$ cat src/rtl/core_pkg.sv
// rtl/core_pkg.sv - shared widths, ALU op encodings and control bundle for the RV32I core
package core_pkg;

    localparam int XLEN    = 32;
    localparam int REG_W   = 5;
    localparam int ALUOP_W = 4;

    typedef enum logic [ALUOP_W-1:0] {
        ALU_ADD    = 4'd0,
        ALU_SUB    = 4'd1,
        ALU_SLL    = 4'd2,
        ALU_SLT    = 4'd3,
        ALU_SLTU   = 4'd4,
        ALU_XOR    = 4'd5,
        ALU_SRL    = 4'd6,
        ALU_SRA    = 4'd7,
        ALU_OR     = 4'd8,
        ALU_AND    = 4'd9,
        ALU_PASS_B = 4'd10
    } alu_op_e;

    // Decoded control that travels with an instruction from ID into EX.
    typedef struct packed {
        logic               reg_write;
        logic               mem_read;
        logic               mem_write;
        logic               mem_to_reg;
        logic               alu_src;
        logic               branch;
        logic               jump;
        logic [ALUOP_W-1:0] alu_op;
    } ctrl_t;

    localparam ctrl_t CTRL_BUBBLE = '0;

endpackage

$ cat src/rtl/id_ex_stage_reg_hazard_detect.sv
// rtl/id_ex_stage_reg_hazard_detect.sv - combinational load-use and branch-flush hazard logic
//   in : hold, ex_branch_taken, EX slot (ex_valid, ex_mem_read, ex_rd),
//        ID slot (id_valid, id_rs1, id_rs2, id_uses_rs1, id_uses_rs2)
//   out: load_use, pc_write, if_id_write, if_id_flush
module hazard_detect
    import core_pkg::*;
(
    input  logic             hold,
    input  logic             ex_branch_taken,
    input  logic             ex_valid,
    input  logic             ex_mem_read,
    input  logic [REG_W-1:0] ex_rd,
    input  logic             id_valid,
    input  logic [REG_W-1:0] id_rs1,
    input  logic [REG_W-1:0] id_rs2,
    input  logic             id_uses_rs1,
    input  logic             id_uses_rs2,
    output logic             load_use,
    output logic             pc_write,
    output logic             if_id_write,
    output logic             if_id_flush
);

    logic rs1_hit;
    logic rs2_hit;
    logic stall;

    assign rs1_hit = id_uses_rs1 && (id_rs1 == ex_rd);
    assign rs2_hit = id_uses_rs2 && (id_rs2 == ex_rd);

    // x0 is never written, so a load targeting it cannot create a dependency.
    assign load_use = ex_valid && ex_mem_read && (ex_rd != '0) && id_valid
                      && (rs1_hit || rs2_hit);

    // A taken branch squashes the dependent instruction, so the stall is dropped.
    assign stall       = load_use && !ex_branch_taken;
    assign pc_write    = !hold && !stall;
    assign if_id_write = !hold && !stall;
    assign if_id_flush = ex_branch_taken && !hold;

endmodule

$ cat src/rtl/id_ex_stage_reg.sv
// rtl/id_ex_stage_reg.sv - ID/EX pipeline register with load-use stall, branch flush and event counters
//   in : clk, reset (sync, active-high), hold, ex_branch_taken, id_* decoded instruction
//   out: ex_* registered instruction, pc_write, if_id_write, if_id_flush,
//        stall_count, flush_count (saturating)
module id_ex_stage_reg #(
    parameter int XLEN    = core_pkg::XLEN,
    parameter int REG_W   = core_pkg::REG_W,
    parameter int ALUOP_W = core_pkg::ALUOP_W,
    parameter int CNT_W   = 16
) (
    input  logic               clk,
    input  logic               reset,
    input  logic               hold,
    input  logic               ex_branch_taken,
    input  logic               id_valid,
    input  logic [XLEN-1:0]    id_pc,
    input  logic [XLEN-1:0]    id_rs1_data,
    input  logic [XLEN-1:0]    id_rs2_data,
    input  logic [XLEN-1:0]    id_imm,
    input  logic [REG_W-1:0]   id_rs1,
    input  logic [REG_W-1:0]   id_rs2,
    input  logic [REG_W-1:0]   id_rd,
    input  logic               id_uses_rs1,
    input  logic               id_uses_rs2,
    input  logic               id_reg_write,
    input  logic               id_mem_read,
    input  logic               id_mem_write,
    input  logic               id_mem_to_reg,
    input  logic               id_alu_src,
    input  logic               id_branch,
    input  logic               id_jump,
    input  logic [ALUOP_W-1:0] id_alu_op,
    output logic               ex_valid,
    output logic [XLEN-1:0]    ex_pc,
    output logic [XLEN-1:0]    ex_rs1_data,
    output logic [XLEN-1:0]    ex_rs2_data,
    output logic [XLEN-1:0]    ex_imm,
    output logic [REG_W-1:0]   ex_rs1,
    output logic [REG_W-1:0]   ex_rs2,
    output logic [REG_W-1:0]   ex_rd,
    output logic               ex_reg_write,
    output logic               ex_mem_read,
    output logic               ex_mem_write,
    output logic               ex_mem_to_reg,
    output logic               ex_alu_src,
    output logic               ex_branch,
    output logic               ex_jump,
    output logic [ALUOP_W-1:0] ex_alu_op,
    output logic               pc_write,
    output logic               if_id_write,
    output logic               if_id_flush,
    output logic [CNT_W-1:0]   stall_count,
    output logic [CNT_W-1:0]   flush_count
);

    core_pkg::ctrl_t id_ctrl;
    core_pkg::ctrl_t ex_ctrl;
    logic            load_use;

    // Control is qualified by id_valid so an empty slot can never write state.
    always_comb begin
        id_ctrl = core_pkg::CTRL_BUBBLE;
        if (id_valid) begin
            id_ctrl.reg_write  = id_reg_write;
            id_ctrl.mem_read   = id_mem_read;
            id_ctrl.mem_write  = id_mem_write;
            id_ctrl.mem_to_reg = id_mem_to_reg;
            id_ctrl.alu_src    = id_alu_src;
            id_ctrl.branch     = id_branch;
            id_ctrl.jump       = id_jump;
            id_ctrl.alu_op     = id_alu_op;
        end
    end

    hazard_detect u_hazard_detect (
        .hold            (hold),
        .ex_branch_taken (ex_branch_taken),
        .ex_valid        (ex_valid),
        .ex_mem_read     (ex_ctrl.mem_read),
        .ex_rd           (ex_rd),
        .id_valid        (id_valid),
        .id_rs1          (id_rs1),
        .id_rs2          (id_rs2),
        .id_uses_rs1     (id_uses_rs1),
        .id_uses_rs2     (id_uses_rs2),
        .load_use        (load_use),
        .pc_write        (pc_write),
        .if_id_write     (if_id_write),
        .if_id_flush     (if_id_flush)
    );

    always_ff @(posedge clk) begin
        if (reset) begin
            ex_valid    <= 1'b0;
            ex_pc       <= '0;
            ex_rs1_data <= '0;
            ex_rs2_data <= '0;
            ex_imm      <= '0;
            ex_rs1      <= '0;
            ex_rs2      <= '0;
            ex_rd       <= '0;
            ex_ctrl     <= core_pkg::CTRL_BUBBLE;
            stall_count <= '0;
            flush_count <= '0;
        end else if (!hold) begin
            if (ex_branch_taken || load_use) begin
                // Bubble: data fields are cleared too so EX never sees stale operands.
                ex_valid    <= 1'b0;
                ex_pc       <= '0;
                ex_rs1_data <= '0;
                ex_rs2_data <= '0;
                ex_imm      <= '0;
                ex_rs1      <= '0;
                ex_rs2      <= '0;
                ex_rd       <= '0;
                ex_ctrl     <= core_pkg::CTRL_BUBBLE;
                // Flush outranks the stall: the dependent instruction is on the wrong path.
                if (ex_branch_taken) begin
                    if (flush_count != '1) flush_count <= flush_count + 1'b1;
                end else begin
                    if (stall_count != '1) stall_count <= stall_count + 1'b1;
                end
            end else begin
                ex_valid    <= id_valid;
                ex_pc       <= id_pc;
                ex_rs1_data <= id_rs1_data;
                ex_rs2_data <= id_rs2_data;
                ex_imm      <= id_imm;
                ex_rs1      <= id_rs1;
                ex_rs2      <= id_rs2;
                ex_rd       <= id_rd;
                ex_ctrl     <= id_ctrl;
            end
        end
    end

    assign ex_reg_write  = ex_ctrl.reg_write;
    assign ex_mem_read   = ex_ctrl.mem_read;
    assign ex_mem_write  = ex_ctrl.mem_write;
    assign ex_mem_to_reg = ex_ctrl.mem_to_reg;
    assign ex_alu_src    = ex_ctrl.alu_src;
    assign ex_branch     = ex_ctrl.branch;
    assign ex_jump       = ex_ctrl.jump;
    assign ex_alu_op     = ex_ctrl.alu_op;

endmodule

$ cat config.mk
export PLATFORM = sky130hd
export DESIGN_NAME = id_ex_stage_reg
export DESIGN_NICKNAME = d
export VERILOG_FILES = /design/src/rtl/core_pkg.sv /design/src/rtl/id_ex_stage_reg_hazard_detect.sv /design/src/rtl/id_ex_stage_reg.sv
export SDC_FILE = /design/constraint.sdc
export NUM_CORES = 1
export LEC_CHECK = 0
export CAP_MARGIN = 20
export CORE_ASPECT_RATIO = 0.5
export CORE_MARGIN = 2
export CORE_UTILIZATION = 40
export CTS_BUF_LIST = sky130_fd_sc_hd__clkbuf_4
export CTS_CLUSTER_DIAMETER = 120
export DETAILED_ROUTE_END_ITERATION = 8
export HOLD_SLACK_MARGIN = 0.12
export PLACE_DENSITY_LB_ADDON = 0.08
export SLEW_MARGIN = 40
export SYNTH_ARGS = -nofsm -noshare
export SYNTH_HDL_FRONTEND = slang
export SYNTH_SLANG_ARGS = --single-unit
$ cat constraint.sdc
create_clock -name clk -period 2.75 [get_ports clk]
set_clock_uncertainty 0.05 [all_clocks]
set_input_delay 0.55 -clock clk [delete_from_list [all_inputs] [get_ports clk]]
set_output_delay 0.55 -clock clk [all_outputs]
set_load 0.05 [all_outputs]
==> impl_metrics.csv, run 1 <==
group,metric,value,unit
run_status,outcome,"finished clean",
cts,cts_made_buffers,17,
critical_path,cp.required,2.15,ns
grt,grt_first_pass_wirelength,30.4,mm
floorplanning,boundaryPins,351,
yosys,ys_top_cells_by_area,"dfxtp_1 (58%), a22o_1 (20%), xnor2_1 (2.3%), xor2_1 (2.1%), a32o_1 (1.7%)",
cts,ctsHtreeMaxLevel,4,
floorplanning,initial_core_util,41.2,%
finish,regArea,3750,um^2
yosys,syn_inst,548,
routing,via_per_inst,5.11,
timing,setup_viol,0,
pwr,finalPower,5.23,mW
routing,firstDrtPassIters,6,
timing,tns,0,ns
critical_path,end_kind,"output port",
place,hpwlAfterDp,14.7,mm
routing,routedWlPerCell,17.8,um
cts,clock-sinks,187,
cts,cts_root_buf,"clkbuf_4",
cts,cts_tree,"done",
finish,final_cells,1120,
timing,setup_ws,0.0945,ns
cts,hold_buffers,0,
critical_path,r2r_slack,0.37,ns
yosys,synth-seq-cells,187,
yosys,synth_async_sr_flop_share,0,%
grt,grt_antenna_before_repair,0,
critical_path,cp_top_family,"simple AND/OR/NAND/NOR gates",
timing,slew_violations,0,
yosys,syn_nets,711,
floorplanning,chipHeight,93.5,um
routing,routed_wirelength,19.9,mm
yosys,synth_largest_area_cell,"dfxtp_1",
critical_path,path_class,"flop to output port",
yosys,yosys_most_used_dff,"dfxtp_1",
grt,grt_max_degree,89,
routing,num_vias,5719,
place,place_ws,0.00242,ns
floorplanning,dieWidth,183,um
critical_path,slowest_delay,0.50,ns
cts,clk_latency,0.56,ns
grt,grt_pass1_vias,5816,
timing,fmax,377,MHz
place,place_congestion,0.803,
yosys,synth-seq-area-share,58.5,%
finish,fillers,1226,
critical_path,cp_slowest_cell,"or4_4",
routing,postRouteAntennaNets,0,
routing,drtIter0Drc,267,
timing,worst_slew_pin_slew,0.607,ns
yosys,synthDistinctLibCells,39,
timing,worst_hold_slack,0.440,ns
critical_path,start_kind,"flop",
finish,diodes,0,
timing,fin_crit_sh,96.6,%
finish,syn_to_final_growth,64.3,%
timing,grt_setup_unrepaired,"no",
floorplanning,core_area,15500,um^2
finish,multiInputGateArea,2440,um^2
hold_path,holdCritPathClass,"flop to flop",
job,drv_cap,0,
timing,final-hold-violation-count,0,
critical_path,worst-path-buf-inv,1,
yosys,netlist_area,6400,um^2
place,dp_cells,1085,
finish,drive_above_1_share,8.30,%
pwr,power.density,498,nW/um^2
pwr,power_leakage,3.91,nW
timing,timing.final.crit_period,2.66,ns
place,port_buffers,350,
pwr,ir_worst_vdd,0.361,mV
critical_path,worstPathArrival,2.06,ns
yosys,syn_area_per_cell,11.7,um^2
cts,clockBufferDepth,2,
yosys,synth_edf_count,0,
yosys,yosys_warnings,0,
finish,fin_nets,1066,
grt,grt.total_usage,22.7,%
cts,path_clk_slew,0.17,ns
floorplanning,dieArea,17100,um^2
timing,slew_headroom,59.2,%
yosys,synth_top_area_share,58.5,%
routing,drc_errors,0,
floorplanning,rows,32,
critical_path,cp_max_fo,5,
grt,grt_overflow,0,
critical_path,path_cells,"or4_4, o21ai_4, nor2b_4, a21oi_4, buf_6",
-- synthesized netlist by cell type, types with 4 or more instances --
cell and n:
xnor2_1 17, a32o_1 11, nand4_1 14, buf_4 13
nand2_1 16, and3_1 5, buf_6 6, nor2_1 28
xor2_1 15, or3_1 5, inv_1 4, nor2b_1 4
clkbuf_1 22, nand3_1 14, a21oi_1 9, dfxtp_1 187
a22o_1 144, o21ai_0 5
-- per-layer routing --
metal	share of wire, %	wire length, um	vias up	global-route usage, %
met3	8.4	1680	30	8.64
met4	2.2	432	0	7.27
li1	-	-	2772	-
met5	0	0	-	0
met1	39	7760	2712	24.8
met2	50	10000	205	41.1
-- power by group --
group          internal (mW)  switching (mW)  leakage (nW)
clock network          0.464           0.948         0.146
logic                  0.454           0.517          2.23
registers               2.80          0.0524          1.52
-- layout make-up --
type	count	area share, %
Inverter	4	0.143
Clock buffer	18	1.28
Multi-Input combinational cell	315	23.2
Timing Repair Buffer	378	36.1
Tap cell	204	2.43
Sequential cell	187	35.7
Clock inverter	14	1.17
-- cells by family after synthesis --
| family | Yosys count | synth area share (%) |
|---|---|---|
| adder cells (fa/ha/maj) | 2 | 0.391 |
| flip-flops | 187 | 58.5 |
| multiplexers | 3 | 0.489 |
| buffers and inverters | 46 | 4.18 |
| AND/OR/NAND/NOR | 103 | 8.64 |
| XOR/XNOR | 32 | 4.38 |
| AO/OA/AOI/OAI | 175 | 23.5 |
-- worst paths after layout --
kind | from | end | cells after the start
max | ex_rd[2] | if_id_write | 5
min | ex_pc[5] | ex_pc[5] | 1
max reg2reg | ex_rd[2] | ex_rs2_data[13] | 7
min reg2reg | ex_pc[5] | ex_pc[5] | 1
-- metrics by stage --
step	instance area [um^2]	utilization (%)
2_1_floorplan	6410	-
4_1_cts	10500	67.6
5_1_grt	10500	67.7
3_5_place_dp	10200	65.7
6_report	10500	67.7
3_3_place_gp	10200	65.7
-- timing repair --
action / in CTS / in global routing
pin swaps: 2 / 1
endpoints found under the setup margin: 2 / 2
buffers inserted: 3 / 1
resized for setup: 11 / 1
-- layout by cell type (no fill, tap or decap), types with 2 or more instances in the layout --
| master | count |
|---|---|
| xor2_1 | 15 |
| xnor2_1 | 17 |
| ha_1 | 2 |
| a32o_1 | 11 |
| or3_1 | 5 |
| nor3b_1 | 2 |
| dfxtp_1 | 183 |
| buf_4 | 22 |
| dfxtp_4 | 2 |
| nor2b_4 | 2 |
| inv_6 | 3 |
| nand4_1 | 14 |
| nand2_1 | 16 |
| clkbuf_4 | 18 |
| clkdlybuf4s50_1 | 347 |
| a21oi_1 | 8 |
| inv_1 | 4 |
| a22o_1 | 144 |
| dfxtp_2 | 2 |
| nor2b_1 | 2 |
| buf_6 | 2 |
| clkinv_4 | 5 |
| nand3_1 | 14 |
| buf_12 | 7 |
| and4_1 | 3 |
| nor2_1 | 28 |
| o21ai_0 | 5 |
| nor4_4 | 2 |
| and3_1 | 5 |
| nor3_1 | 3 |
| clkinv_2 | 3 |
| mux2i_1 | 2 |
| clkinv_1 | 2 |
Note: power is estimated with default switching activity, not from simulation.
==> run 2, diff against run 1 <==
--- a/config.mk
+++ b/config.mk
@@ -13,7 +13,7 @@
 export CTS_CLUSTER_DIAMETER = 120
 export DETAILED_ROUTE_END_ITERATION = 8
 export HOLD_SLACK_MARGIN = 0.12
-export PLACE_DENSITY_LB_ADDON = 0.08
+export PLACE_DENSITY_LB_ADDON = 0.2
 export SLEW_MARGIN = 40
 export SYNTH_ARGS = -nofsm -noshare
 export SYNTH_HDL_FRONTEND = slang
==> impl_metrics.csv, run 2 (synthesis gave the netlist of run 1 again) <==
group,metric,value,unit
critical_path,r2r_slack,0.48,ns
critical_path,start_kind,"input port",
floorplanning,dieWidth,183,um
timing,final-hold-violation-count,0,
finish,layout_commonest_cell,"clkdlybuf4s50_1",
pwr,power_leakage,3.91,nW
cts,cts_root_buf,"clkbuf_4",
pwr,p_comb_share,17.9,%
hold_path,holdPathEnd,"ex_rs2_data[18]",
floorplanning,core_area,15500,um^2
cts,cts_tree,"done",
grt,grt_first_pass_wirelength,29.9,mm
cts,hold_buffers,0,
timing,slew_violations,0,
timing,grt_setup_unrepaired,"yes",
routing,via_per_inst,5.13,
cts,ctsHtreeMaxLevel,4,
routing,drc_errors,0,
finish,fin_nets,1065,
cts,clockBufferDepth,2,
critical_path,worstPathArrival,2.08,ns
cts,clk_latency,0.54,ns
pwr,clkPwrFrac,29.7,%
place,placed_area,10200,um^2
hold_path,hold_path_startpoint,"ex_rs2_data[18]",
routing,routed_wirelength,19.6,mm
critical_path,cp_max_fo,2,
finish,final_cell_mix,"clkdlybuf4s50_1 (347), dfxtp_1 (184), a22o_1 (144), nor2_1 (28), buf_4 (21)",
timing,fin_crit_sh,97.4,%
cts,clock-sinks,187,
routing,firstDrtPassIters,5,
hold_path,holdCritPathClass,"flop to flop",
cts,cts_made_buffers,17,
critical_path,rr_endpoint,"ex_rs2_data[6]",
critical_path,path_class,"input port to output port",
floorplanning,initial_core_util,41.2,%
routing,postRouteAntennaNets,0,
place,port_buffers,350,
grt,grt.total_usage,22.3,%
pwr,seqPwrFrac,52.5,%
timing,timing.final.crit_period,2.68,ns
floorplanning,chipHeight,93.5,um
routing,routedWlPerCell,17.5,um
timing,setup_viol,0,
pwr,power.density,515,nW/um^2
timing,slew_headroom,62.1,%
finish,drive_above_1_share,8.52,%
critical_path,startpoint,"id_rs2[3]",
pwr,ir_worst_vdd,0.332,mV
grt,grt_pass1_vias,5712,
finish,utilization,67.9,%
finish,stdcell_area,10600,um^2
critical_path,cp.required,2.15,ns
grt,grt_overflow,0,
job,drv_cap,0,
finish,fillers,1217,
pwr,switching_share,28.3,%
cts,path_clk_slew,0.14,ns
place,hpwlAfterDp,13.9,mm
critical_path,regToRegStartpoint,"ex_rd[2]",
run_status,outcome,"finished clean",
timing,worst_slew_pin_slew,0.567,ns
grt,grt_max_degree,96,
routing,drtIter0Drc,223,
timing,fmax,374,MHz
critical_path,end_kind,"output port",
floorplanning,rows,32,
finish,diodes,0,
floorplanning,dieArea,17100,um^2
pwr,finalPower,5.43,mW
finish,syn_to_final_growth,64.8,%
routing,num_vias,5739,
hold_path,holdPathStages,1,
timing,worst_hold_slack,0.438,ns
place,place_congestion,0.831,
critical_path,rr_worst_depth,8,
pwr,switchingPower,1.54,mW
pwr,p_int,3.90,mW
grt,grt_antenna_before_repair,0,
floorplanning,boundaryPins,351,
==> run 2: cell count changes in the layout (fill, tap and decap cells not counted), sizes merged <==
cell / before / now
buf: 31 / 30
bufinv: 1 / 3
clkinv: 10 / 5
clkinvlp: 0 / 4
inv: 7 / 6
==> run 2: power groups by stage <==
stage,clock network [mW],logic (mW),registers (mW)
after floorplan,0,0.185,3.21
after global placement,0,0.952,2.91
after detailed placement,0,0.963,2.91
after CTS,1.65,0.970,2.85
after global routing,1.76,1.01,2.86
final,1.61,0.971,2.85
==> run 2: critical path, cell delays in order <==
cell	delay, ns
clkdlybuf4s50_1	0.52
xnor2_1	0.13
nand4_1	0.16
o22ai_2	0.26
nor2b_4	0.22
a21oi_4	0.08
buf_6	0.15
==> run 2: final cells by class <==
class                           instances  area (um^2)  area share (%)
Timing Repair Buffer                  377         3780            35.8
Sequential cell                       187         3750            35.5
Multi-Input combinational cell        315         2450            23.2
Tap cell                              204          255            2.42
Clock inverter                         14          170            1.61
Clock buffer                           18          135            1.28
Inverter                                4         15.0           0.142
==> run 2: worst max path at each step <==
stage / to / slack [ns] / cells past startpoint
after global routing: if_id_write / -0.02 / 7
after floorplan: pc_write / 0.12 / 5
after detailed placement: pc_write / -0.02 / 8
after global placement: if_id_write / 0.005 / 8
after CTS: pc_write / 0.01 / 7
final: pc_write / 0.07 / 7
==> run 2: metal layers <==
layer / GRT usage (%) / vias up / routed length, um
met4: 8.33 / 0 / 395
met5: 0 / - / 0
li1: - / 2779 / -
met1: 25.3 / 2731 / 8080
met2: 38.8 / 199 / 9690
met3: 8.14 / 30 / 1470
==> run 2: timing repair <==
| action | CTS | global route |
|---|---|---|
| hold endpoints to repair | 0 | 0 |
| pin swaps | 4 | 6 |
| setup buffers | 1 | 3 |
| gates cloned | 0 | 0 |
| gates resized for setup | 8 | 5 |
| setup endpoints to repair | 2 | 2 |
==> run 2: per-stage QoR <==
| step | cells | setup TNS [ns] | setup slack (ns) |
|---|---|---|---|
| finish | 1119 | 0 | 0.0727 |
| global route | 1119 | -0.0344 | -0.0173 |
| detailed placement | 1084 | -0.0477 | -0.0203 |
| floorplan | 548 | 0 | 0.119 |
| CTS | 1116 | 0 | 0.0104 |
| global placement | 1084 | 0 | 0.00534 |
==> run 3, diff against run 2 <==
--- a/config.mk
+++ b/config.mk
@@ -8,12 +8,12 @@
 export CAP_MARGIN = 20
 export CORE_ASPECT_RATIO = 0.5
 export CORE_MARGIN = 2
-export CORE_UTILIZATION = 40
-export CTS_BUF_LIST = sky130_fd_sc_hd__clkbuf_4
+export CORE_UTILIZATION = 39
+export CTS_BUF_LIST = sky130_fd_sc_hd__clkbuf_16
 export CTS_CLUSTER_DIAMETER = 120
 export DETAILED_ROUTE_END_ITERATION = 8
 export HOLD_SLACK_MARGIN = 0.12
-export PLACE_DENSITY_LB_ADDON = 0.2
+export PLACE_DENSITY = 0.82
 export SLEW_MARGIN = 40
 export SYNTH_ARGS = -nofsm -noshare
 export SYNTH_HDL_FRONTEND = slang
==> impl_metrics.csv, run 3 (synthesis gave the netlist of run 1 again) <==
group,metric,value,unit
critical_path,path_class,"input port to output port",
floorplanning,dieArea,17500,um^2
place,hpwlAfterDp,14.8,mm
cts,path_clk_slew,0.07,ns
critical_path,end_kind,"output port",
pwr,power_leakage,4.00,nW
routing,postRouteAntennaNets,0,
floorplanning,rows,33,
finish,layout_commonest_cell,"clkdlybuf4s50_1",
finish,diodes,0,
pwr,clkPwrFrac,37.8,%
pwr,p_int,4.44,mW
floorplanning,core_area,16200,um^2
cts,hold_buffers,0,
timing,setup_viol,0,
pwr,p_comb_share,15.7,%
cts,cts_tree,"done",
routing,drc_errors,0,
timing,timing.final.crit_period,2.67,ns
finish,drive_above_1_share,7.46,%
pwr,seqPwrFrac,46.4,%
critical_path,cp_slowest_cell,"clkdlybuf4s50_1",
finish,final_cell_mix,"clkdlybuf4s50_1 (347), dfxtp_1 (186), a22o_1 (144), nor2_1 (28), buf_4 (19)",
timing,worst_slew_pin_slew,0.576,ns
routing,routed_wirelength,20.1,mm
grt,grt_first_pass_wirelength,30.4,mm
floorplanning,chipHeight,94.6,um
finish,stdcell_area,10800,um^2
floorplanning,dieWidth,185,um
routing,num_vias,5764,
job,drv_cap,0,
pwr,switching_share,27.7,%
place,placed_area,10200,um^2
cts,cts_root_buf,"clkbuf_16",
cts,clockBufferDepth,2,
pwr,ir_worst_vdd,0.463,mV
finish,final_cells,1138,
floorplanning,initial_core_util,39.5,%
timing,fmax,375,MHz
cts,clk_latency,0.42,ns
timing,slew_violations,0,
critical_path,start_kind,"input port",
timing,grt_setup_unrepaired,"no",
pwr,switchingPower,1.70,mW
finish,syn_to_final_growth,68.3,%
grt,grt_antenna_before_repair,0,
grt,grt.total_usage,22.3,%
cts,clock-sinks,187,
place,port_buffers,350,
place,place_congestion,0.813,
routing,firstDrtPassIters,4,
pwr,power.density,570,nW/um^2
timing,final-hold-violation-count,0,
timing,slew_headroom,61.5,%
finish,fillers,1259,
critical_path,worstPathArrival,2.07,ns
hold_path,holdCritPathClass,"flop to flop",
run_status,outcome,"finished clean",
routing,via_per_inst,5.07,
routing,routedWlPerCell,17.7,um
grt,grt_pass1_vias,5624,
routing,drtIter0Drc,283,
cts,ctsHtreeMaxLevel,4,
critical_path,path_cells,"clkdlybuf4s50_1, xnor2_1, nand4_1, o22ai_2, nor2b_4, buf_4, a21oi_4, buf_6",
grt,grt_max_degree,77,
critical_path,slowest_delay,0.50,ns
grt,grt_overflow,0,
timing,fin_crit_sh,97.1,%
finish,fin_nets,1061,
place,dp_cells,1105,
critical_path,cp_max_fo,2,
cts,cts_made_buffers,17,
floorplanning,boundaryPins,351,
critical_path,cp.required,2.15,ns
-- run 3: changes by cell type in the layout (fill, tap and decap cells not counted), moves of 3 or more --
cell | previous run | this run
bufinv_16 | 3 | 0
clkbuf_16 | 0 | 17
clkbuf_4 | 18 | 0
clkinvlp_4 | 4 | 1
inv_6 | 2 | 7
-- run 3: worst max-delay path: cells and delay by family --
kind / cells / cell delay [ns]
AO/OA/AOI/OAI: 2 / 0.27
XOR/XNOR: 1 / 0.15
buffers and inverters: 3 / 0.79
AND/OR/NAND/NOR: 2 / 0.30
-- run 3: path summary, 6_finish.rpt --
kind                 from  depth (start not counted)  slack [ns]      endpoint
max             id_rs2[3]                          8        0.08      pc_write
min          ex_reg_write                          1        0.41  ex_reg_write
max reg2reg      ex_rd[2]                          7        0.37    ex_imm[12]
min reg2reg  ex_reg_write                          1        0.41  ex_reg_write
-- run 3: power groups by stage --
stage / registers [mW] / clock network [mW] / logic [mW]
2_1_floorplan: 3.21 / 0 / 0.185
3_3_place_gp: 2.91 / 0 / 0.951
3_5_place_dp: 2.91 / 0 / 0.963
4_1_cts: 2.85 / 2.38 / 0.968
5_1_grt: 2.86 / 2.49 / 1.01
6_report: 2.85 / 2.32 / 0.966
-- run 3: what timing repair did --
action | 4_1_cts | 5_1_grt
pin swaps | 1 | 2
setup endpoints to repair | 2 | 2
resized for setup | 3 | 4
setup buffers | 1 | 0
-- run 3: metrics by stage --
step	TNS [ns]	worst slack [ns]	hold slack, ns	total power, mW	utilization [%]
finish	0	0.0802	0.414	6.14	66.4
global route	0	0.00225	0.431	6.36	66.4
CTS	0	0.00841	0.420	6.20	66.3
detailed placement	-0.295	-0.0203	0.404	3.87	62.8
global placement	0	0.0208	0.398	3.86	62.8
floorplan	0	0.119	0.633	3.40	-
-- run 3: routing by layer --
metal	GRT usage (%)	vias up	wire [um]
met1	27.4	2818	8420
met3	5.01	28	965
met5	0	-	0
met2	38.7	148	10300
met4	8.07	0	422
li1	-	2770	-
-- run 3: area by class of cell --
| class | count | area, um^2 | area share, % |
|---|---|---|---|
| clock inverters | 15 | 129 | 1.20 |
| inverters | 4 | 15.0 | 0.139 |
| clock buffers | 17 | 425 | 3.95 |
| well taps | 227 | 284 | 2.64 |
| flip-flops and latches | 187 | 3740 | 34.8 |
| multi-input cells | 315 | 2440 | 22.6 |
| repair buffers | 373 | 3740 | 34.7 |
